File: src/rtl/seq_divider_if.sv
// Operand/result bundle for seq_divider: start strobe, operands, status and results.
// The master side issues divisions; the slave side (the divider) returns results.
interface seq_divider_if #(
    parameter int WIDTH = 4
);
    logic             start;
    logic [WIDTH-1:0] dividend;
    logic [WIDTH-1:0] divisor;
    logic             busy;
    logic             done;
    logic [WIDTH-1:0] quotient;
    logic [WIDTH-1:0] remainder;
    logic             div_zero;
    logic             ovf;

    modport master (
        output start, dividend, divisor,
        input  busy, done, quotient, remainder, div_zero, ovf
    );

    modport slave (
        input  start, dividend, divisor,
        output busy, done, quotient, remainder, div_zero, ovf
    );
endinterface

File: src/rtl/seq_divider.sv
// Multi-cycle restoring divider: one shift-subtract step per clock, WIDTH steps per divide.
// Define DIV_SIGNED_EN for two's-complement operands; otherwise unsigned only and ovf is tied 0.
module seq_divider #(
    parameter int WIDTH = 4
) (
    input  logic         clk,
    input  logic         rst,
    seq_divider_if.slave bus
);
    localparam int CW = $clog2(WIDTH);
    localparam logic [CW-1:0] LAST_STEP = CW'(WIDTH - 1);

    localparam logic [1:0] S_IDLE = 2'd0;
    localparam logic [1:0] S_RUN  = 2'd1;
    localparam logic [1:0] S_DONE = 2'd2;

    logic [1:0]       state;
    logic [CW-1:0]    step_cnt;
    logic [WIDTH-1:0] p_reg;
    logic [WIDTH-1:0] q_reg;
    logic [WIDTH-1:0] dvs_mag;
    logic [WIDTH-1:0] dvd_raw;
    logic             dz_pend;
    logic [WIDTH-1:0] quotient_r;
    logic [WIDTH-1:0] remainder_r;
    logic             div_zero_r;

    logic [WIDTH:0]   p_shift;
    logic [WIDTH-1:0] p_next;
    logic [WIDTH-1:0] q_next;
    logic [WIDTH-1:0] q_final;
    logic [WIDTH-1:0] r_final;

    logic accept;

    // Iteration runs on magnitudes; the signed build restores signs at the final edge.
    function automatic logic [WIDTH-1:0] magnitude(input logic [WIDTH-1:0] x);
`ifdef DIV_SIGNED_EN
        return x[WIDTH-1] ? (~x + 1'b1) : x;
`else
        return x;
`endif
    endfunction

    assign accept = bus.start && (state != S_RUN);

    // One restoring step: shift {P,Q} left, subtract the divisor if it fits.
    // NOTE: every always_comb output gets a default first so no path can infer a latch.
    always_comb begin
        p_shift = {p_reg, q_reg[WIDTH-1]};
        p_next  = p_shift[WIDTH-1:0];
        q_next  = {q_reg[WIDTH-2:0], 1'b0};
        if (p_shift >= {1'b0, dvs_mag}) begin
            p_next    = p_shift[WIDTH-1:0] - dvs_mag;
            q_next[0] = 1'b1;
        end
    end

`ifdef DIV_SIGNED_EN
    logic neg_q;
    logic neg_r;
    logic ovf_r;
    logic ovf_final;

    // Only |most-negative| / 1 with a positive result lands on the quotient MSB.
    always_comb begin
        q_final   = neg_q ? (~q_next + 1'b1) : q_next;
        r_final   = neg_r ? (~p_next + 1'b1) : p_next;
        ovf_final = ~neg_q & q_next[WIDTH-1];
    end

    always_ff @(posedge clk or posedge rst) begin
        if (rst) begin
            neg_q <= 1'b0;
            neg_r <= 1'b0;
            ovf_r <= 1'b0;
        end else if (accept) begin
            neg_q <= bus.dividend[WIDTH-1] ^ bus.divisor[WIDTH-1];
            neg_r <= bus.dividend[WIDTH-1];
            ovf_r <= 1'b0;
        end else if (state == S_RUN && !dz_pend && step_cnt == LAST_STEP) begin
            ovf_r <= ovf_final;
        end
    end

    assign bus.ovf = ovf_r;
`else
    always_comb begin
        q_final = q_next;
        r_final = p_next;
    end

    assign bus.ovf = 1'b0;
`endif

    // NOTE: sequential state uses non-blocking assignments so every register samples pre-edge values.
    always_ff @(posedge clk or posedge rst) begin
        if (rst) begin
            state       <= S_IDLE;
            step_cnt    <= '0;
            p_reg       <= '0;
            q_reg       <= '0;
            dvs_mag     <= '0;
            dvd_raw     <= '0;
            dz_pend     <= 1'b0;
            quotient_r  <= '0;
            remainder_r <= '0;
            div_zero_r  <= 1'b0;
        end else begin
            case (state)
                S_IDLE, S_DONE: begin
                    if (accept) begin
                        state      <= S_RUN;
                        step_cnt   <= '0;
                        p_reg      <= '0;
                        q_reg      <= magnitude(bus.dividend);
                        dvs_mag    <= magnitude(bus.divisor);
                        dvd_raw    <= bus.dividend;
                        dz_pend    <= (bus.divisor == '0);
                        div_zero_r <= 1'b0;
                    end else begin
                        state <= S_IDLE;
                    end
                end
                S_RUN: begin
                    if (dz_pend) begin
                        // Divide by zero skips iteration entirely: result one edge after accept.
                        quotient_r  <= '1;
                        remainder_r <= dvd_raw;
                        div_zero_r  <= 1'b1;
                        state       <= S_DONE;
                    end else begin
                        p_reg    <= p_next;
                        q_reg    <= q_next;
                        step_cnt <= step_cnt + 1'b1;
                        if (step_cnt == LAST_STEP) begin
                            quotient_r  <= q_final;
                            remainder_r <= r_final;
                            state       <= S_DONE;
                        end
                    end
                end
                default: state <= S_IDLE;
            endcase
        end
    end

    assign bus.busy      = (state == S_RUN);
    assign bus.done      = (state == S_DONE);
    assign bus.quotient  = quotient_r;
    assign bus.remainder = remainder_r;
    assign bus.div_zero  = div_zero_r;
endmodule

File: src/flat_wrapper.sv
// flat-port wrapper written by rule: the top's interface ports become plain ports
module seq_divider_flat 
#(
    parameter int WIDTH = 4
)
  (clk, rst, bus_start, bus_dividend, bus_divisor, bus_busy, bus_done, bus_quotient, bus_remainder, bus_div_zero, bus_ovf);
  seq_divider_if #(.WIDTH(WIDTH)) bus_i ();
  input  logic clk;
  input  logic rst;
  input wire logic [$bits(bus_i.start)-1:0] bus_start;
  input wire logic [$bits(bus_i.dividend)-1:0] bus_dividend;
  input wire logic [$bits(bus_i.divisor)-1:0] bus_divisor;
  output wire logic [$bits(bus_i.busy)-1:0] bus_busy;
  output wire logic [$bits(bus_i.done)-1:0] bus_done;
  output wire logic [$bits(bus_i.quotient)-1:0] bus_quotient;
  output wire logic [$bits(bus_i.remainder)-1:0] bus_remainder;
  output wire logic [$bits(bus_i.div_zero)-1:0] bus_div_zero;
  output wire logic [$bits(bus_i.ovf)-1:0] bus_ovf;
  assign bus_i.start = bus_start;
  assign bus_i.dividend = bus_dividend;
  assign bus_i.divisor = bus_divisor;
  assign bus_busy = bus_i.busy;
  assign bus_done = bus_i.done;
  assign bus_quotient = bus_i.quotient;
  assign bus_remainder = bus_i.remainder;
  assign bus_div_zero = bus_i.div_zero;
  assign bus_ovf = bus_i.ovf;
  seq_divider #(.WIDTH(WIDTH)) u_core (.clk(clk), .rst(rst), .bus(bus_i));
endmodule
File: config.mk
export PLATFORM = sky130hd
export DESIGN_NAME = seq_divider_flat
export DESIGN_NICKNAME = d
export VERILOG_FILES = /design/src/rtl/seq_divider_if.sv /design/src/rtl/seq_divider.sv /design/src/flat_wrapper.sv
export SDC_FILE = /design/constraint.sdc
export NUM_CORES = 1
export LEC_CHECK = 0
export CAP_MARGIN = 20
export CORE_MARGIN = 1.5
export CORE_UTILIZATION = 47
export DETAILED_ROUTE_END_ITERATION = 10
export PLACE_DENSITY = 0.74
export SLEW_MARGIN = 20
export SYNTH_ARGS = -nofsm -noshare
export SYNTH_HDL_FRONTEND = slang
export SYNTH_SLANG_ARGS = --single-unit
File: constraint.sdc
create_clock -name clk -period 1.6 [get_ports clk]
set_clock_uncertainty 0.1 [all_clocks]
set_input_delay 0.32 -clock clk [delete_from_list [all_inputs] [get_ports clk]]
set_output_delay 0.32 -clock clk [all_outputs]
set_load 0.02 [all_outputs]
==> results of run 1 <==
per-stage QoR:
stage	power [mW]	setup slack [ns]	hold WS (ns)
floorplan	3.18	-0.0149	0.311
global placement	4.01	-0.0838	0.360
detailed placement	4.14	-0.172	0.360
CTS	4.78	-0.150	0.268
global route	5.32	-0.236	0.332
finish	5.00	-0.179	0.257
power breakdown:
| group | internal (mW) | switching, mW |
|---|---|---|
| combinational | 1.53 | 1.53 |
| clock | 0.331 | 0.259 |
| sequential | 1.11 | 0.238 |
timing repair:
action                                  in CTS  in global routing
endpoints found under the setup margin      20                 12
pin swaps                                    1                  4
buffers inserted                             3                  3
resized for setup                           19                 10
worst max-delay path: stages (launching register included):
cell and delay (ns):
dfrtp_1 0.41, ha_4 0.27, nand2b_4 0.12, a21boi_4 0.06, o21ai_4 0.27, mux2_4 0.36
o21ai_2 0.11
path summary, 6_finish.rpt:
path / endpoint / slack (ns) / depth (start not counted)
setup / recovery: u_core.bus.remainder[0]$_DFFE_PP0P_ / -0.18 / 6
hold / removal: u_core.q_reg[0]$_DFFE_PP0P_ / 0.26 / 3
setup reg to reg: u_core.bus.remainder[0]$_DFFE_PP0P_ / -0.18 / 6
hold reg to reg: u_core.bus.div_zero$_DFFE_PP0P_ / 0.37 / 2
max in group asynchronous: u_core.p_reg[3]$_DFFE_PP0P_ / 0.86 / 3
min in group clk: u_core.bus.div_zero$_DFFE_PP0P_ / 0.37 / 2
cell usage in the layout (no fill, tap or decap), types with 2 or more instances in the layout:
cell	n
dfrtp_1	30
buf_4	21
clkdlybuf4s50_1	10
nand2_1	9
dlygate4sd2_1	9
mux2_2	8
nor2_1	8
inv_1	6
o21ai_2	5
o22ai_1	5
o21ai_0	5
nand3_1	5
o22a_1	5
clkbuf_4	5
o21ai_1	4
ha_4	4
a21oi_1	3
a32oi_1	3
xor2_1	2
inv_2	2
a31oi_1	2
clkbuf_1	2
logic make-up after synthesis:
kind of cell | synth area share, %
multiplexers | 8.46
buffers and inverters | 4.91
flip-flops | 50.8
adder cells (fa/ha/maj) | 5.58
XOR/XNOR | 1.18
other | 0.254
AND/OR/NAND/NOR | 10.9
AO/OA/AOI/OAI | 17.9
layout make-up:
| type | count | area (sq um) | share of cell area [%] |
|---|---|---|---|
| Multi-Input combinational cell | 92 | 758 | 37.2 |
| Sequential cell | 30 | 751 | 36.9 |
| Timing Repair Buffer | 43 | 367 | 18.0 |
| Tap cell | 44 | 55.1 | 2.70 |
| Clock buffer | 7 | 45.0 | 2.21 |
| Clock inverter | 1 | 30.0 | 1.48 |
| Inverter | 8 | 30.0 | 1.48 |
layer usage:
layer / vias up / global-route usage [%] / wire length [microns]
li1: 575 / - / -
met1: 594 / 28.7 / 1570
met2: 26 / 37.8 / 1840
met3: 6 / 7.21 / 110
met4: 0 / 5.84 / 56
met5: - / 0 / 0
==> results.json, run 1 <==
{
  "status": "finished with violations",
  "violations": "negative setup slack",
  "final_area_sq_um": 2040,
  "drc": 0,
  "yosys.cell_count.top_type": "dfrtp_1",
  "worstPathArrival_ns": 1.94,
  "ys_top_cells_by_area": "dfrtp_1 (51%), mux2_2 (6.1%), ha_1 (4.2%), o22a_1 (3.0%), nand2_1 (2.5%)",
  "syn_inst": 138,
  "grt_pass1_vias": 1302,
  "dieHeight_microns": 59.1,
  "antenna_found_initial": 0,
  "async_reset_ff_share_pct": 100,
  "hold_path.class": "primary input to async pin",
  "period_minus_slack_ns": 1.78,
  "cp-start-kind": "flop",
  "fin_setup_tns_ns": -1.09,
  "hold_viol": 0,
  "required_ns": 1.76,
  "ys_ff_latch": 30,
  "fp.dieArea_sq_um": 3490,
  "yosys.area.top_type": "dfrtp_1",
  "ys_warn_count": 0,
  "synth_top_area_share_pct": 50.8,
  "cts_made_buffers": 5,
  "rsz0062_at_grt": "true",
  "fin_cells": 225,
  "synth_enable_flop_cells": 0,
  "start_util_pct": 48.8,
  "port_buffers": 21,
  "drive_gt1_share_pct": 34.8,
  "drv_cap": 0,
  "route.vias.total": 1201,
  "report.final.slew_viol_count": 0,
  "grt_first_pass_wirelength_mm": 5.80,
  "via_per_inst": 5.34,
  "boundaryPins": 23,
  "wl_per_cell_microns": 15.9,
  "htree_levels": 2,
  "postRouteAntennaNets": 0,
  "grt.total_usage_pct": 22.7,
  "first_pass_iters": 4,
  "area_growth_pct": 37.6,
  "p_per_area_nw_per_um2": 2460,
  "setup_viol": 9,
  "fill_cells": 245,
  "nets": 197,
  "ir_worst_vdd_uv": 1310,
  "cts_root_buf": "clkbuf_4",
  "fmax_mhz": 562,
  "cts_hold_buf": 0,
  "clk_pin_slew_ns": 0.10,
  "tritoncts": "done",
  "clkSinkCount": 30,
  "postPlaceCellArea_sq_um": 1890,
  "rows": 20,
  "critical_path_class": "flop to flop",
  "fin_crit_sh_pct": 111,
  "diodes": 0,
  "worst_setup_path_end_kind": "flop",
  "first_iter_violations": 35,
  "setup_slack_ns": -0.179,
  "r2r-start": "u_core.dvs_mag[0]$_DFFE_PP0P_",
  "core-area_sq_um": 3030,
  "fin_util_pct": 67.2,
  "overflow": 0,
  "routed_wl_mm": 3.57,
  "yosys_most_used_dff": "dfrtp_1",
  "synth.top_cells.by_count": "dfrtp_1 (30), nand2_1 (10), nor2_1 (9), inv_1 (8), mux2_2 (8)",
  "cp_max_fo": 6,
  "avgSynthCellArea_sq_um": 10.7,
  "place_congestion": 0.826,
  "cts_buffer_depth": 2,
  "mappedNetlistArea_sq_um": 1480,
  "cp-startpoint": "u_core.dvs_mag[0]$_DFFE_PP0P_",
  "leakage_nw": 0.935,
  "clkLatencyLatePin_ns": 0.34,
  "die_x_microns": 59.1,
  "dp_hpwl_mm": 2.53,
  "yosysSeqAreaShare_pct": 50.8,
  "syn_nets": 155,
  "netlist-cell-type-count": 35,
  "grt_max_degree": 31,
  "dp_cells": 211
}
(Power assumes the default switching activity.)
==> inputs of run 2 (changes only) <==
--- a/config.mk
+++ b/config.mk
@@ -10,6 +10,7 @@
 export CORE_UTILIZATION = 47
 export DETAILED_ROUTE_END_ITERATION = 10
 export PLACE_DENSITY = 0.74
+export REMOVE_ABC_BUFFERS = 1
 export SLEW_MARGIN = 20
 export SYNTH_ARGS = -nofsm -noshare
 export SYNTH_HDL_FRONTEND = slang
==> run 2 against run 1 <==
  * The flow still finishes with violations (negative setup slack)
  * Routed wire length grew 3.6%
  * Register-to-register slack is essentially flat
  * Design area rose by 1.7%
  * Critical endpoint unchanged
  * Largest power group unchanged
  * Highest routed layer unchanged
==> results.json, run 2 (synthesized netlist as in run 1, its figures left out) <==
{
  "status": "finished with violations",
  "violations": "negative setup slack",
  "crit_chain": "ha_4, nand2b_4, a21boi_4, o21ai_4, mux2_4, o21ai_2",
  "grt_max_degree": 31,
  "worst_setup_path_end_kind": "flop",
  "cts_hold_buf": 0,
  "required_ns": 1.77,
  "core-area_sq_um": 3030,
  "fmax_mhz": 563,
  "boundaryPins": 23,
  "final_area_sq_um": 2070,
  "power.total_mw": 5.16,
  "setup_viol": 9,
  "ir_worst_vdd_uv": 1420,
  "first_iter_violations": 38,
  "postRouteAntennaNets": 0,
  "rows": 20,
  "antenna_found_initial": 0,
  "port_buffers": 21,
  "clk_pin_slew_ns": 0.11,
  "via_per_inst": 5.50,
  "start_util_pct": 48.8,
  "cp-startpoint": "u_core.dvs_mag[0]$_DFFE_PP0P_",
  "first_pass_iters": 4,
  "fill_cells": 233,
  "period_minus_slack_ns": 1.78,
  "report.final.slew_viol_count": 0,
  "fin_crit_sh_pct": 111,
  "cp_max_fo": 6,
  "dieHeight_microns": 59.1,
  "hold_viol": 0,
  "nets": 201,
  "mostFrequentLayoutCell": "dfrtp_1",
  "slowest_delay_ns": 0.42,
  "r2r-start": "u_core.dvs_mag[0]$_DFFE_PP0P_",
  "wl_per_cell_microns": 16.2,
  "cts_buffer_depth": 2,
  "hold_path.class": "primary input to async pin",
  "cp_slowest_cell": "dfrtp_1",
  "multiInputGateArea_sq_um": 764,
  "overflow": 0,
  "grt_first_pass_wirelength_mm": 5.91,
  "tritoncts": "done",
  "final_cell_mix": "dfrtp_1 (29), buf_4 (24), clkdlybuf4s50_1 (10)",
  "seqCellArea_sq_um": 752,
  "leakage_nw": 0.962,
  "dp_hpwl_mm": 2.45,
  "diodes": 0,
  "grt_pass1_vias": 1318,
  "routed_wl_mm": 3.70,
  "postPlaceCellArea_sq_um": 1850,
  "place_congestion": 0.949,
  "rsz0062_at_grt": "true",
  "area_growth_pct": 40.0,
  "fin_setup_tns_ns": -1.18,
  "fp.dieArea_sq_um": 3490,
  "cts_made_buffers": 5,
  "drv_cap": 0,
  "clkLatencyLatePin_ns": 0.34,
  "route.vias.total": 1260,
  "htree_levels": 2,
  "cp-start-kind": "flop",
  "worstPathArrival_ns": 1.95,
  "die_x_microns": 59.1,
  "setup_slack_ns": -0.176,
  "critical_path_class": "flop to flop",
  "p_per_area_nw_per_um2": 2490,
  "cts_root_buf": "clkbuf_4",
  "grt.total_usage_pct": 23.1,
  "drc": 0,
  "clkSinkCount": 30,
  "drive_gt1_share_pct": 37.3
}
-- run 2: changes by cell type in the layout (fill, tap and decap cells not counted), moves of 2 or more --
| cell | before | now |
|---|---|---|
| buf_4 | 21 | 24 |
| clkinv_2 | 0 | 2 |
| clkbuf_1 | 2 | 0 |
| buf_6 | 0 | 2 |
| a21oi_1 | 3 | 1 |
| ha_1 | 0 | 2 |
-- run 2: path summary, 6_finish.rpt --
kind	endpoint	slack, ns	depth (start not counted)
max	u_core.bus.remainder[0]$_DFFE_PP0P_	-0.18	6
min	u_core.bus.quotient[3]$_DFFE_PP0P_	0.25	3
max reg2reg	u_core.bus.remainder[0]$_DFFE_PP0P_	-0.18	6
min reg2reg	u_core.bus.div_zero$_DFFE_PP0P_	0.40	2
max in group asynchronous	u_core.p_reg[0]$_DFFE_PP0P_	0.84	3
min in group clk	u_core.bus.div_zero$_DFFE_PP0P_	0.40	2
-- run 2: area by class of cell --
type,count,area share [%]
tap,44,2.66
multi-input combinational,92,36.9
clock inverter,3,1.93
inverter,8,1.45
timing repair buffer,47,18.9
sequential,30,36.3
clock buffer,5,1.81
-- run 2: stage by stage --
stage,hold WS (ns),setup slack [ns],utilization [%],std cells
2_1_floorplan,0.311,-0.130,-,130
6_report,0.251,-0.176,68.4,229
4_1_cts,0.258,-0.159,67.1,226
3_3_place_gp,0.357,-0.209,61.2,215
5_1_grt,0.310,-0.221,68.4,229
3_5_place_dp,0.379,-0.279,61.2,215
-- run 2: metal layers --
layer	GRT usage [%]	vias to the layer above	wire length [microns]
met1	26.0	626	1480
li1	-	586	-
met5	0	-	0
met4	9.74	0	82
met2	41.6	38	1980
met3	5.46	10	162
-- run 2: worst max-delay path: cells and delay by family (launching register included) --
kind            cells  cell delay, ns
fa+ha+maj           1            0.28
simple gates        1            0.13
flops               1            0.42
compound gates      3            0.43
mux                 1            0.35
-- run 2: repair_timing --
action,4_1_cts,5_1_grt
endpoints found under the hold margin,0,0
pin swaps,10,12
setup endpoints to repair,21,11
setup buffers,3,3
gates resized for setup,35,9
-- run 2: power breakdown --
group	total [mW]	internal [mW]	switching, mW
clock	0.602	0.323	0.278
combinational	3.20	1.59	1.62
sequential	1.35	1.12	0.235
==> inputs of run 3 (changes only) <==
--- a/config.mk
+++ b/config.mk
@@ -9,9 +9,12 @@
 export CORE_MARGIN = 1.5
 export CORE_UTILIZATION = 47
 export DETAILED_ROUTE_END_ITERATION = 10
+export GPL_ROUTABILITY_DRIVEN = 0
+export MAX_ROUTING_LAYER = met4
 export PLACE_DENSITY = 0.74
 export REMOVE_ABC_BUFFERS = 1
 export SLEW_MARGIN = 20
 export SYNTH_ARGS = -nofsm -noshare
 export SYNTH_HDL_FRONTEND = slang
 export SYNTH_SLANG_ARGS = --single-unit
+export TNS_END_PERCENT = 50
==> run 3 against run 2 <==
  * The flow still finishes with violations (negative setup slack)
  * First-iteration DRC count is 21% higher
  * Clock power hardly changed
  * Highest routed layer unchanged
  * Sequential share of layout area is 0.53 points higher
  * Global-route usage is 0.36 points higher
  * Combinational power is 5% lower
  * Clock-buffer cell count stayed put
  * Critical endpoint is now u_core.p_reg[0]$_DFFE_PP0P_
  * Worst setup slack worse by 0.0018 ns
  * Routed wire length is 5.2% lower
  * Cell count is 0.87% lower
==> results.json, run 3 (synthesized netlist as in run 1, its figures left out) <==
{
  "tritoncts": "done",
  "drive_gt1_share_pct": 35.5,
  "dp_cells": 215,
  "diodes": 0,
  "cts_buffer_depth": 2,
  "dieHeight_microns": 59.1,
  "grt.total_usage_pct": 23.5,
  "rsz0062_at_grt": "true",
  "grt_pass1_vias": 1317,
  "fill_cells": 233,
  "required_ns": 1.77,
  "antenna_found_initial": 0,
  "clkLatencyLatePin_ns": 0.35,
  "first_pass_iters": 4,
  "core-area_sq_um": 3030,
  "grt_max_degree": 31,
  "violations": "negative setup slack",
  "report.final.slew_viol_count": 0,
  "hold_viol": 0,
  "crit_chain": "ha_4, nand2b_4, a21boi_4, o21ai_4, mux2_4, o21ai_2",
  "via_per_inst": 5.47,
  "fin_crit_sh_pct": 111,
  "drv_cap": 0,
  "cp_max_fo": 6,
  "first_iter_violations": 46,
  "cp_top_family": "compound AO/OA/AOI/OAI gates",
  "p_per_area_nw_per_um2": 2440,
  "worstPathArrival_ns": 1.95,
  "fin_cells": 227,
  "clk_pin_slew_ns": 0.11,
  "ir_worst_vdd_uv": 1420,
  "port_buffers": 21,
  "route.vias.total": 1242,
  "cp_num_buf_inv": 0,
  "rows": 20,
  "grt_first_pass_wirelength_mm": 5.85,
  "period_minus_slack_ns": 1.78,
  "critical_path_class": "flop to flop",
  "cts_root_buf": "clkbuf_4",
  "dp_hpwl_mm": 2.45,
  "drc": 0,
  "fp.dieArea_sq_um": 3490,
  "slowest_delay_ns": 0.42,
  "overflow": 0,
  "nets": 199,
  "worst_setup_path_end_kind": "flop",
  "clkSinkCount": 30,
  "cp-start-kind": "flop",
  "leakage_nw": 0.947,
  "r2r-start": "u_core.dvs_mag[0]$_DFFE_PP0P_",
  "cts_made_buffers": 5,
  "cp_slowest_cell": "dfrtp_1",
  "cp-startpoint": "u_core.dvs_mag[0]$_DFFE_PP0P_",
  "area_growth_pct": 38.0,
  "boundaryPins": 23,
  "start_util_pct": 48.8,
  "htree_levels": 2,
  "hold_path.class": "primary input to async pin",
  "final_cell_mix": "dfrtp_1 (29), buf_4 (23), nand2_1 (10), clkdlybuf4s50_1 (10), dlygate4sd2_1 (9)",
  "postRouteAntennaNets": 0,
  "setup_viol": 9,
  "die_x_microns": 59.1,
  "fmax_mhz": 563,
  "status": "finished with violations",
  "setup_slack_ns": -0.177,
  "power.total_mw": 4.99,
  "mostFrequentLayoutCell": "dfrtp_1",
  "wl_per_cell_microns": 15.5,
  "routed_wl_mm": 3.51
}
run 3: timing repair:
action | CTS | global route
endpoints found under the setup margin | 21 | 11
gates cloned | 0 | 0
hold endpoints to repair | 0 | 0
buffers inserted | 3 | 1
pin swaps | 9 | 5
gates resized for setup | 32 | 8
hold buffers | 0 | 0
run 3: worst register-to-register path: stages, from the launching register on:
cell      delay, ns
dfrtp_1        0.42
ha_4           0.28
nand2b_4       0.13
a21boi_4       0.07
o21ai_4        0.25
mux2_4         0.35
o21ai_2        0.11
run 3: per-layer routing:
layer / vias to the layer above / wire length, microns / track usage, %
li1: 582 / - / -
met1: 607 / 1380 / 25.4
met2: 38 / 1820 / 40.8
met3: 15 / 185 / 5.68
met4: 0 / 120 / 10.1
met5: - / 0 / -
run 3: final timing paths:
check / slack [ns] / depth (start not counted) / end
max reg2reg: -0.18 / 6 / u_core.p_reg[0]$_DFFE_PP0P_
max in group asynchronous: 0.84 / 3 / u_core.p_reg[0]$_DFFE_PP0P_
min: 0.25 / 3 / u_core.bus.quotient[3]$_DFFE_PP0P_
min in group clk: 0.39 / 2 / u_core.bus.div_zero$_DFFE_PP0P_
max: -0.18 / 6 / u_core.p_reg[0]$_DFFE_PP0P_
min reg2reg: 0.39 / 2 / u_core.bus.div_zero$_DFFE_PP0P_
run 3: power by group:
part           internal (mW)  switching, mW  leakage [nW]
Combinational           1.51           1.53         0.538
Sequential              1.12          0.234         0.364
Clock                  0.323          0.277        0.0450
run 3: cell type report:
| cell class | count | area [sq um] | share of cell area (%) |
|---|---|---|---|
| clock buffer | 5 | 37.5 | 1.84 |
| clock inverter | 3 | 40.0 | 1.96 |
| inverter | 8 | 30.0 | 1.47 |
| multi-input combinational | 92 | 753 | 36.9 |
| sequential | 30 | 752 | 36.8 |
| tap | 44 | 55.1 | 2.70 |
| timing repair buffer | 45 | 373 | 18.3 |
run 3: through the flow:
step | instance area (sq um) | util (%) | TNS, ns | hold slack (ns) | setup slack (ns)
after floorplan | 1440 | - | -0.940 | 0.311 | -0.130
after global placement | 1850 | 61.2 | -1.46 | 0.357 | -0.209
after detailed placement | 1850 | 61.2 | -2.41 | 0.379 | -0.279
after CTS | 2020 | 66.7 | -0.896 | 0.258 | -0.159
after global routing | 2040 | 67.4 | -1.61 | 0.309 | -0.222
final | 2040 | 67.4 | -1.14 | 0.249 | -0.177
==> edit: new RTL, flow settings as in run 2 <==
`WIDTH` is set to 4 in 3 places; all go to 2.
--- a/src/rtl/seq_divider_if.sv
+++ b/src/rtl/seq_divider_if.sv
@@ -2,5 +2,5 @@
 // The master side issues divisions; the slave side (the divider) returns results.
 interface seq_divider_if #(
-    parameter int WIDTH = 4
+    parameter int WIDTH = 2
 );
     logic             start;
--- a/src/rtl/seq_divider.sv
+++ b/src/rtl/seq_divider.sv
@@ -2,5 +2,5 @@
 // Define DIV_SIGNED_EN for two's-complement operands; otherwise unsigned only and ovf is tied 0.
 module seq_divider #(
-    parameter int WIDTH = 4
+    parameter int WIDTH = 2
 ) (
     input  logic         clk,
--- a/src/flat_wrapper.sv
+++ b/src/flat_wrapper.sv
@@ -2,5 +2,5 @@
 module seq_divider_flat 
 #(
-    parameter int WIDTH = 4
+    parameter int WIDTH = 2
 )
   (clk, rst, bus_start, bus_dividend, bus_divisor, bus_busy, bus_done, bus_quotient, bus_remainder, bus_div_zero, bus_ovf);
Ports: changed (resized bus_dividend, bus_divisor, bus_quotient and bus_remainder); port bits go from 23 to 15. The function was not compared with the original's and may differ.
==> edit against run 2 <==
- count of clock-buffer cells in the layout is 1 lower
- cell area down 46%
- area after synthesis shrank 43%
- wire length is 54% lower
- setup slack better by 220 ps
- sequential share of layout area is 1.6 points higher
- power decreased by 52%
- maximum frequency is 14% higher
- sequential cell count shrank 13
- critical endpoint is now u_core.bus.remainder[1]
- largest cell class is now sequential cells
- largest power group unchanged
- highest routed layer unchanged
==> edit: results (changes against run 2) <==
- Outcome: finished, final reports clean
- Top Family by Delay on Critical Path: compound AO/OA/AOI/OAI gates
- Routability cong.: 0.765 (-19%)
- Grt ovf: 0 (unchanged)
- Leak: 0.493 nW (-49%)
- Post-Place Worst Slack: -49.9 ps (+229 ps)
- Hpwl dp: 1.29 mm (-47%)
- ANT cells: 0 (unchanged)
- Adder-Cell Fraction of Synth Area: 0.0298 (-0.0260)
- Htree depth: 1 (-1)
- Compound-Gate Fraction of Synth Area: 0.191 (+0.0114)
- Overall Global Routing Usage: 0.195 (-0.0361)
- Num CTS Buffers: 3 (-2)
- Fin nets: 109 (-46%)
- WL/cell: 13.7 um (-15%)
- Initial DRC count: 1 (-97%)
- Netlist cell types: 35 (unchanged)
- Synth Area in XOR/XNOR: 0 (-0.0118)
- Maximum root-to-sink buffer count: 2 (unchanged)
- Crit Path Max Fanout: 3 (-3)
- First-pass GRT wire length: 2.71 mm (-54%)
- Post-CTS setup repair buffer count: 0 (-3)
- Placed Area: 1050 um^2 (-43%)
- Fraction of layout cells with a size suffix above 1: 0.293 (-0.0800)
- Maximum vdd drop: 1.32 mV (-7.2%)
- Drt pass-1 iters: 4 (unchanged)
- Sequential-to-total area share from yosys stat: 0.507 (-0.000908)
- Syn avg cell area: 11.0 um^2 (+3.1%)
- Fraction of registers with async set/reset: 1.00 (unchanged)
- Multiplexer share of the synthesized area: 0.0537 (-0.0310)
- Post-CTS Resized: 16 (-54%)
- Finished Layout Cells: 124 (-46%)
- Yosys Warn Count: 0 (unchanged)
- Largest cells by area after synthesis: dfrtp_1 (51%), mux2_2 (5.4%), o21ai_0 (3.6%), ha_1 (3.0%), buf_6 (2.7%)
- Via Count: 669 (-47%)
- Synth top cells by count: dfrtp_1 (17), inv_1 (6), o21ai_0 (6), mux2_2 (4), nand3_1 (4)
- Pin count of the biggest net entering global routing: 18 (-42%)
- Clock transition at the registers of the reported paths: 100 ps
- Vias in the first global route: 610 (-54%)
- Port Buffer Count: 13 (-38%)
- Worst skew pair latency: 290 ps (-50 ps)
- Worst path arrival time: 1670 ps (-280 ps)
-- edit: cell types whose count changed in the layout (fill, tap and decap cells not counted), moves of 3 or more --
| cell | before | now |
|---|---|---|
| o22ai_1 | 5 | 0 |
| clkdlybuf4s50_1 | 10 | 6 |
| nand2_1 | 9 | 1 |
| a32oi_1 | 3 | 0 |
| o31ai_1 | 0 | 3 |
| o22a_1 | 5 | 0 |
| dfrtp_1 | 29 | 17 |
| buf_4 | 24 | 9 |
| o21ai_1 | 4 | 0 |
| mux2_2 | 8 | 4 |
| o21ai_2 | 5 | 0 |
| nor2_1 | 8 | 2 |
| dlygate4sd2_1 | 9 | 5 |
-- edit: report_power, final --
part / leakage [nW] / switching, mW / internal [mW]
clock: 0.0150 / 0.135 / 0.0972
combinational: 0.275 / 0.717 / 0.772
sequential: 0.203 / 0.147 / 0.631
-- edit: layer usage --
layer,part of all wire,wire [um],vias up,global-route usage
met5,0,0,-,0
met4,0.017,29,0,0.106
met3,0.032,54,4,0.0600
met2,0.50,845,14,0.300
met1,0.45,767,329,0.245
li1,-,-,322,-
-- edit: area by class of cell --
class	count	area (um^2)
clock buffer	4	26.3
fill	138	586
inverter	6	22.5
multi-input combinational	49	415
sequential	17	425
tap	25	31.3
timing repair buffer	23	201
-- edit: final timing paths --
path,end,cells past startpoint,slack (ps),start
hold / removal,u_core.state[1],3,220,rst
hold reg to reg,u_core.bus.quotient[1],1,410,u_core.bus.quotient[1]
setup / recovery,u_core.bus.remainder[1],4,40,u_core.p_reg[0]
max in group asynchronous,u_core.dvs_mag[0],3,990,rst
setup reg to reg,u_core.bus.remainder[1],4,40,u_core.p_reg[0]
min in group clk,u_core.bus.quotient[1],1,410,u_core.bus.quotient[1]
